==> config.mk <==
export PLATFORM = sky130hd
export DESIGN_NAME = sram_decoder
export DESIGN_NICKNAME = d
export VERILOG_FILES = /design/src/rtl/sram_pkg.sv /design/src/rtl/sram_decoder_onehot_dec.sv /design/src/rtl/sram_decoder.sv
export SDC_FILE = /design/constraint.sdc
export NUM_CORES = 1
export LEC_CHECK = 0
export ABC_CLOCK_PERIOD_IN_PS = 1500
export CAP_MARGIN = 5
export CORE_MARGIN = 3
export CORE_UTILIZATION = 34
export DETAILED_ROUTE_END_ITERATION = 8
export GPL_ROUTABILITY_DRIVEN = 1
export RECOVER_POWER = 50
export SETUP_SLACK_MARGIN = 0.15
export SKIP_LAST_GASP = 1
export SYNTH_ARGS = -nofsm -noshare
export SYNTH_HDL_FRONTEND = slang
export SYNTH_SLANG_ARGS = --single-unit
==> constraint.sdc <==
create_clock -name clk -period 1.5 [get_ports clk]
set_input_delay 0.3 -clock clk [delete_from_list [all_inputs] [get_ports clk]]
set_output_delay 0.3 -clock clk [all_outputs]
set_load 0.05 [all_outputs]
==> src/rtl/sram_pkg.sv <==
`default_nettype none
// ============================================================================
// Module      : sram_pkg
// Description : Shared geometry and wordline type for the register-file SRAM
//               row decoder.
// Revision    : 1.0 - initial release
// ============================================================================
package sram_pkg;

    localparam int ADDR_W = 7;
    localparam int ROWS   = 2 ** ADDR_W;

    typedef logic [ROWS-1:0] wordline_t;

endpackage : sram_pkg
`default_nettype wire

==> src/rtl/sram_decoder_onehot_dec.sv <==
`default_nettype none
// ============================================================================
// Module      : onehot_dec
// Description : Combinational ADDR_W -> 2**ADDR_W one-hot decoder with enable;
//               output is all zeros when disabled.
// Revision    : 1.0 - initial release
// ============================================================================
module onehot_dec
    import sram_pkg::*;
#(
    parameter int ADDR_W_P = ADDR_W
) (
    input  logic [ADDR_W_P-1:0]      addr,
    input  logic                     en,
    output logic [(2**ADDR_W_P)-1:0] onehot
);

    localparam int c_ROWS = 2 ** ADDR_W_P;

    // The address is only looked at under the enable, so an unknown address
    // on a disabled port never reaches the output.
    always_comb begin
        onehot = '0;
        if (en) begin
            onehot[addr] = 1'b1;
        end
    end

    logic [c_ROWS-1:0] w_unused_width_tie;
    assign w_unused_width_tie = onehot;

endmodule : onehot_dec
`default_nettype wire

==> src/rtl/sram_decoder.sv <==
`default_nettype none
// ============================================================================
// Module      : sram_decoder
// Description : Registered row decoder for a 2R1W register-file SRAM; the
//               write port shares address_1 and wins over read port 1.
// Revision    : 1.0 - initial release
// ============================================================================
module sram_decoder
    import sram_pkg::*;
#(
    parameter int ADDR_W_P = ADDR_W,
    parameter int ROWS_P   = ROWS
) (
    input  logic                clk,
    input  logic                rst,
    input  logic [ADDR_W_P-1:0] address_1,
    input  logic [ADDR_W_P-1:0] address_2,
    input  logic [1:0]          read_enable,
    input  logic                write_enable,
    output logic [ROWS_P-1:0]   read_wl1,
    output logic [ROWS_P-1:0]   read_wl2,
    output logic [ROWS_P-1:0]   write_wl
);

    logic              w_rd1_en;
    logic              w_rd2_en;
    logic              w_wr_en;
    logic [ROWS_P-1:0] w_rd1_dec;
    logic [ROWS_P-1:0] w_rd2_dec;
    logic [ROWS_P-1:0] w_wr_dec;

    logic [ROWS_P-1:0] r_read_wl1;
    logic [ROWS_P-1:0] r_read_wl2;
    logic [ROWS_P-1:0] r_write_wl;

    // Port 1 and the write port share address_1, so a write suppresses read 1.
    assign w_rd1_en = read_enable[0] & ~write_enable;
    assign w_rd2_en = read_enable[1];
    assign w_wr_en  = write_enable;

    onehot_dec #(.ADDR_W_P(ADDR_W_P)) u_dec_rd1 (
        .addr   (address_1),
        .en     (w_rd1_en),
        .onehot (w_rd1_dec)
    );

    onehot_dec #(.ADDR_W_P(ADDR_W_P)) u_dec_rd2 (
        .addr   (address_2),
        .en     (w_rd2_en),
        .onehot (w_rd2_dec)
    );

    onehot_dec #(.ADDR_W_P(ADDR_W_P)) u_dec_wr (
        .addr   (address_1),
        .en     (w_wr_en),
        .onehot (w_wr_dec)
    );

    always_ff @(posedge clk) begin
        if (rst) begin
            r_read_wl1 <= '0;
            r_read_wl2 <= '0;
            r_write_wl <= '0;
        end else begin
            r_read_wl1 <= w_rd1_dec;
            r_read_wl2 <= w_rd2_dec;
            r_write_wl <= w_wr_dec;
        end
    end

    assign read_wl1 = r_read_wl1;
    assign read_wl2 = r_read_wl2;
    assign write_wl = r_write_wl;

endmodule : sram_decoder
`default_nettype wire

==> qor.json, run 1 <==
{
  "final_layout": {
    "commonest_non_fill_non_tap_cells_in_the_layout": "379 x nor3_1, 329 x buf_12, 227 x dfxtp_1",
    "design_area_um2": 20200,
    "final_core_utilization_pct": 65.8,
    "layout_commonest_cell": "nor3_1",
    "final_layout_size_suffix_gt1_share_pct": 51.3,
    "post_synthesis_to_final_layout_area_growth_pct": 90.3,
    "nets": 1365
  },
  "power": {
    "clockPowerShare_pct": 47.6,
    "seq_power_share_pct": 48.3,
    "internal_power_mw": 16.6,
    "switching_share_pct": 21.4,
    "leakage_nw": 7.61,
    "power.share.combinational_pct": 4.1,
    "power_mw": 21.2,
    "irDropWorstVdd_v": 0.000973,
    "netSwitchingPower_mw": 4.53,
    "power.density_cell_area_nw_per_um2": 1050
  },
  "sta": {
    "setup_viol": 0,
    "final_hold_viol_count": 0,
    "final.period_utilization_pct": 95.1,
    "report.final.slew_viol_count": 0,
    "worst_slew_pin_slew_ns": 0.562,
    "min_period_ns": 1.43,
    "fin_hold_ws_ns": 0.274,
    "max_slew_margin_pct": 62.5,
    "rsz0062_at_grt": "true",
    "fmax_mhz": 701
  },
  "run_status": {
    "outcome": "finished clean"
  },
  "floorplanning": {
    "effective_utilization_at_floorplan_pct": 34.6,
    "top_level_ports": 403,
    "die-area_um2": 33300,
    "floorplan.rows": 64,
    "die-height_um": 183,
    "x_dimension_of_the_die_um": 183,
    "floorplan.core_area_um2": 30700
  },
  "yosys": {
    "synth_cells": 942,
    "synth.yosys.seq_area_share_pct": 72.5,
    "flip_flop_and_latch_count_after_synthesis": 384,
    "ys_warns": 0,
    "yosysUniqueCellTypes": 20,
    "avgSynthCellArea_um2": 11.2,
    "synth_area_um2": 10600,
    "synth.net_count": 961
  },
  "cts": {
    "cts_made_buffers": 40,
    "clock_sink_count": 384,
    "cts_max_level": 2,
    "cts_root_buffer": "clkbuf_16",
    "cts.hold.buffers_added": 0,
    "clkSlewWorstSetupHoldPaths_ns": 0.06,
    "clock_tree_from_tritoncts": "yes",
    "clockBufferDepth": 3
  },
  "global_routing": {
    "grt.overflow.total": 0,
    "antenna_found_initial": 2,
    "grt_pass1_wl_mm": 53.6,
    "grt_start_max_net_pins": 48,
    "vias_in_the_first_global_route": 8615,
    "global_route.usage.total_pct": 20.8
  },
  "min_path": {
    "timing.hold.worst.class": "input pin to flip-flop"
  },
  "routing": {
    "detail_route.wl_per_cell_um": 20.8,
    "final_antenna_net_count": 0,
    "drt_wl_total_mm": 36.9,
    "drt_first_pass_iters": 4,
    "drt-vias-per-instance": 4.85,
    "route.detailed.drc": 0,
    "vias": 8594,
    "detailedRoute.firstIterationViolations": 304
  },
  "worst_setup_path": {
    "worstPathMaxFanout": 47,
    "crit_arrival_ns": 1.82,
    "worst_path_required_time_ns": 1.89,
    "setup.worst_path.start_class": "input pin",
    "worstSetupEndpointType": "flip-flop",
    "critPathKind": "input pin to flip-flop"
  },
  "placed_design": {
    "gp_routability_congestion": 0.752,
    "dpl_cell_area_um2": 18500,
    "place_hpwl_mm": 25.0,
    "port_buffers": 402
  },
  "flow_run": {
    "maxCapViolations": 0
  }
}
==> synthesized netlist by cell type (all sizes together) <==
cell / number / area [µm²]
buf: 72 / 338
nor3: 384 / 1940
or2: 2 / 12.5
dfxtp: 384 / 7690
nand3b: 2 / 15.0
nand2b: 4 / 25.0
nand4b: 8 / 70.1
or3b: 2 / 17.5
nand4bb: 13 / 146
nand4: 2 / 12.5
nand2: 2 / 7.51
or4: 2 / 18.8
clkbuf: 56 / 210
or4b: 9 / 93.8
==> power by group through the flow <==
stage / combinational (mW) / sequential, mW / clock [mW]
6_report: 0.871 / 10.2 / 10.1
5_1_grt: 0.930 / 10.2 / 10.6
4_1_cts: 0.905 / 10.2 / 10.3
3_5_place_dp: 0.899 / 10.5 / 0
3_3_place_gp: 0.889 / 10.5 / 0
2_1_floorplan: 0.390 / 10.5 / 0
==> critical path, stage by stage <==
cell and delay [ns]:
clkdlybuf4s50_1 0.46, or3b_1 0.45, buf_6 0.24, nor3_1 0.34
==> metrics by stage <==
stage / setup slack, ns / setup TNS [ns] / instances
floorplan: 0.151 / 0 / 942
global placement: -0.454 / -119.71 / 1696
detailed placement: -0.526 / -135.16 / 1696
CTS: 0.113 / 0 / 1767
global route: 0.0305 / 0 / 1773
finish: 0.0742 / 0 / 1773
==> per-layer routing <==
metal  part of all wire (%)  GRT usage [%]  vias to the layer above
met5                      0              0                        -
met4                    2.4           5.76                        0
met3                     13           11.5                       64
met2                     48           35.0                      382
met1                     36           22.7                     4100
li1                       -              -                     4048
==> path summary, 6_finish.rpt <==
check  slack (ns)         start  cells after the start                        to
max          0.07  address_2[1]                      4  read_wl2[125]$_SDFF_PP0_
min          0.27  address_2[5]                      3   read_wl2[18]$_SDFF_PP0_
==> registers in the layout, indices dropped and copies added (netlist names) <==
register,cells
read_wl1,128
read_wl2,128
write_wl,128
==> cell type report <==
class	instances	area, µm²
Tap cell	396	495
Clock inverter	18	231
Sequential cell	384	7880
Antenna cell	2	5.00
Fill cell	2187	10500
Clock buffer	53	1120
Multi-Input combinational cell	430	2410
Timing Repair Buffer	490	8010
==> kinds of logic after synthesis <==
family / synth area share [%]
flip-flops: 72.5
AND/OR/NAND/NOR: 22.3
buffers and inverters: 5.17
==> repair_timing <==
item / in CTS / in global routing
pin swaps: 0 / 1
buffers inserted: 0 / 0
resized for setup: 63 / 170
cloned: 0 / 4
endpoints found under the setup margin: 227 / 263
No activity file was read; power rests on OpenSTA's default activity.
==> run 2, diff against run 1 <==
- CTS_CLUSTER_SIZE: not set -> 12
==> run 2 against run 1 <==
  * Non-clock buffer count decreased by 1
  * Hold slack improved by 0.033 ns
  * Power decreased by 4.2%
  * Final area decreased by 3.2%
  * Fmax decreased by 0.62%
  * Sequential power about the same
  * Flip-flop and latch count unchanged
  * Die area unchanged
  * Combinational power decreased by 1%
  * Via count decreased by 1.3%
  * Cell count decreased by 0.56%
  * Highest routed layer unchanged
==> qor.json, run 2 (synthesis results as in run 1) <==
{
  "run_status": {
    "outcome": "finished clean"
  },
  "worst_setup_path": {
    "crit_arrival_ns": 1.85,
    "worstSetupEndpointType": "flip-flop",
    "worstPathMaxFanout": 47,
    "setup.worst_path.start_class": "input pin",
    "critPathKind": "input pin to flip-flop",
    "worst_path_required_time_ns": 1.92
  },
  "final_layout": {
    "commonest_non_fill_non_tap_cells_in_the_layout": "377 x nor3_1, 302 x buf_12, 278 x dfxtp_1",
    "layout_commonest_cell": "nor3_1",
    "nets": 1364,
    "final_core_utilization_pct": 63.6,
    "final_layout_size_suffix_gt1_share_pct": 47.2,
    "post_synthesis_to_final_layout_area_growth_pct": 84.2,
    "final-instance-count-excl-fill": 1763
  },
  "cts": {
    "cts.hold.buffers_added": 0,
    "cts_max_level": 2,
    "clockBufferDepth": 3,
    "cts_made_buffers": 40,
    "clkSlewWorstSetupHoldPaths_ns": 0.06,
    "clock_sink_count": 384,
    "cts_root_buffer": "clkbuf_16",
    "clock_tree_from_tritoncts": "yes",
    "cts_setup_buffers": 0
  },
  "global_routing": {
    "groute.layer.met3.usage_pct": 11.8,
    "met2_usage_pct": 34.6,
    "grt.overflow.total": 0,
    "gr-usage-met1_pct": 22.1,
    "grt_pass1_wl_mm": 53.2,
    "global_route.peak_usage_layer": "met2",
    "global_route.usage.total_pct": 20.6,
    "vias_in_the_first_global_route": 8563,
    "grt_start_max_net_pins": 48,
    "antenna_found_initial": 2
  },
  "sta": {
    "worst_slew_pin_slew_ns": 0.631,
    "report.final.slew_viol_count": 0,
    "final_hold_viol_count": 0,
    "fmax_mhz": 697,
    "finalSetupTns_ns": 0,
    "min_period_ns": 1.43,
    "max_slew_margin_pct": 58.0,
    "rsz0062_at_grt": "true",
    "setup_viol": 0,
    "final.period_utilization_pct": 95.6
  },
  "routing": {
    "route.detailed.drc": 0,
    "detailedRoute.firstIterationViolations": 361,
    "detail_route.wl_per_cell_um": 20.8,
    "vias": 8484,
    "final_antenna_net_count": 0,
    "drt_wl_total_mm": 36.7,
    "drt-vias-per-instance": 4.81,
    "drt_first_pass_iters": 5
  },
  "min_path": {
    "timing.hold.worst.class": "input pin to flip-flop"
  },
  "floorplanning": {
    "floorplan.core_area_um2": 30700,
    "top_level_ports": 403,
    "die-area_um2": 33300,
    "x_dimension_of_the_die_um": 183,
    "floorplan.rows": 64,
    "effective_utilization_at_floorplan_pct": 34.6,
    "die-height_um": 183
  },
  "placed_design": {
    "placed_instance_count": 1696,
    "port_buffers": 402,
    "place_hpwl_mm": 25.0,
    "gp_routability_congestion": 0.752
  },
  "flow_run": {
    "maxCapViolations": 0
  },
  "power": {
    "power_mw": 20.3,
    "irDropWorstVdd_v": 0.000836,
    "power.density_cell_area_nw_per_um2": 1040,
    "leakage_nw": 7.39
  }
}
[run 2: stage by stage]
step                      setup WS [ns]  instance area, µm²  hold slack [ns]
after floorplan                   0.151               10600            0.509
after global placement           -0.454               18500            0.748
after global routing             0.0670               19500            0.306
after CTS                         0.137               19800            0.606
final                            0.0654               19500            0.307
after detailed placement         -0.526               18500            0.747
[run 2: power by group]
group	switching [mW]	total (mW)	leakage [nW]	internal, mW
registers	0.0115	10.2	3.15	10.2
logic	0.581	0.859	3.65	0.279
clock network	3.72	9.18	0.592	5.46
[run 2: cell type report]
type | instances | area (µm²)
antenna | 3 | 7.51
sequential | 384 | 7820
clock buffer | 57 | 1160
timing repair buffer | 489 | 7570
clock inverter | 4 | 45.0
fill | 2284 | 11200
tap | 396 | 495
multi-input combinational | 430 | 2420
[run 2: what timing repair did]
item | CTS | global route
setup endpoints to repair | 223 | 241
gates resized for setup | 46 | 138
gates cloned | 0 | 3
pin swaps | 0 | 1
[run 2: worst paths after layout]
check,from,to,slack [ns],cells after the start
hold / removal,address_2[5],read_wl2[18]$_SDFF_PP0_,0.31,3
setup / recovery,address_2[1],read_wl2[93]$_SDFF_PP0_,0.07,4
[run 2: worst max-delay path: stages]
cell             delay [ns]
clkdlybuf4s50_1        0.51
or3b_1                 0.53
buf_12                 0.23
nor3_1                 0.25
[run 2: routing by layer]
metal,part of all wire [%],up-vias
met5,0,-
met4,2.2,0
met3,13,56
met2,48,357
met1,37,4036
li1,-,4035
==> RTL edit, RTL diff (config.mk and constraints of run 2) <==
Set the package constant `ADDR_W` to 6 (it was 7).
--- a/src/rtl/sram_pkg.sv
+++ b/src/rtl/sram_pkg.sv
@@ -9,3 +9,3 @@
 
-    localparam int ADDR_W = 7;
+    localparam int ADDR_W = 6;
     localparam int ROWS   = 2 ** ADDR_W;
Interface: changed (5 resized); port bits go from 403 to 209. No check against the original RTL was run, so the function may have changed too.
==> RTL edit against run 2 <==
Utilization shrank 6.9 points; total power shrank 50%; sequential share of layout area grew 3.5 points; sequential power shrank 50%; clock power shrank 50%; global-route usage shrank 1.2 points; first-iteration DRC count shrank 56%; setup slack gained 0.054 ns; maximum frequency grew 3.9%; wire length shrank 53%; sequential cell count shrank 192; synthesized area shrank 48%; final area shrank 55%; highest routed layer unchanged.
==> RTL edit: results (changes against run 2) <==
Drt
  – Drt total wl: 17200 µm (-53%)
  – Via count: 4332 (-49%)
  – 1st-pass router iterations: 4 (-1)
  – DRT iter0 DRCs: 159 (-56%)

Layout
  – Fin nets: 713 (-48%)
  – Antenna Cells: 0 (-3)
  – Fin util: 0.568 (-0.0686)
  – Share of cells above drive strength 1: 0.451 (-0.0208)

GRT
  – Overall Global Routing Usage: 0.194 (-0.0125)
  – Initial antenna violation count: 0 (-2)
  – Met1 GRT Util: 0.219 (-0.00171)
  – Grt met2 use: 0.327 (-0.0190)
  – Number of global-route vias before repair: 4577 (-47%)
  – Global-route wire length before repair: 26500 µm (-50%)

Critical path
  – Arrival time worst endpoint: 1.71 ns (-0.14 ns)
  – Slowest cell on crit path: dlygate4sd3_1
  – CP peak stage delay: 0.61 ns (+0.08 ns)

Clock tree
  – CTS max path bufs: 2 (-1)
  – CTS H-tree depth: 4 (+2)

Place
  – Cell total after placement: 887 (-48%)
  – Placed cell areas: 9740 µm² (-47%)
  – Routability cong.: 0.772 (+2.7%)
  – # port buffers: 208 (-48%)
  – Pre-CTS WS: -0.424 ns (+0.102 ns)
  – Final HPWL DP: 12400 µm (-51%)

Status
  – Outcome: complete, no violations

Synth
  – Mapped Cells: 478 (-49%)
  – Sequential share of the synthesized area: 0.697 (-0.0289)
  – Post-synth top cells: 192 x dfxtp_1, 162 x nor3_1, 34 x clkbuf_1
  – Syn nets: 495 (-48%)
  – Yosys cell types: 19 (-5.0%)

Power and ir drop
  – Leakage power total: 0.00348 µW (-53%)
  – Sw frac: 0.235 (+0.0220)

Timing
  – Rel. slew slack: 0.737 (+0.157)
-- RTL edit: changes by cell type after synthesis, moves of 4 or more --
| cell | change |
|---|---|
| dfxtp_1 | -192 |
| nor3_2 | +25 |
| nand4bb_1 | -12 |
| buf_1 | -37 |
| clkbuf_1 | -22 |
| buf_2 | -8 |
| nor3_1 | -218 |
| nand3b_1 | +6 |
| nand4b_1 | -8 |
| or4b_1 | -4 |
-- RTL edit: worst min-delay path, cell delays in order --
cell and delay (ns):
dlymetal6s2s_1 0.15, nand3b_1 0.13, buf_12 0.21, nor3_1 0.06
-- RTL edit: what timing repair did --
item                                    4_1_cts  5_1_grt
endpoints found under the setup margin       52       50
gates resized for setup                       7       16
gates cloned                                  1        0
pin swaps                                     0        1
-- RTL edit: logic make-up after synthesis --
group,count (synthesis),share of synthesized area
buffers and inverters,64,0.0612
flip-flops,192,0.697
AND/OR/NAND/NOR,222,0.242
-- RTL edit: routing by layer --
metal / routed length [µm] / share of wire / vias up
li1: - / - / 2065
met1: 6990 / 0.41 / 2057
met2: 8380 / 0.49 / 195
met3: 1640 / 0.095 / 15
met4: 162 / 0.0094 / 0
met5: 0 / 0 / -
-- RTL edit: layout make-up --
cell class | count | area (µm²)
Clock buffer | 17 | 425
Timing Repair Buffer | 263 | 2730
Multi-Input combinational cell | 222 | 1390
Sequential cell | 192 | 3840
Tap cell | 211 | 264
Fill cell | 1336 | 6720
Clock inverter | 15 | 169
-- RTL edit: final timing paths --
path	from	to	slack, ns	depth (start not counted)
worst max-delay path	address_2[4]	read_wl2[14]	0.12	3
worst min-delay path	write_enable	write_wl[63]	0.48	4
-- RTL edit: power by group through the flow --
stage,clock network [µW],registers [µW],logic [µW]
global placement,0,5240,577
finish,4550,5110,568
floorplan,0,5280,247
global route,4830,5110,608
detailed placement,0,5240,592
CTS,4630,5120,606
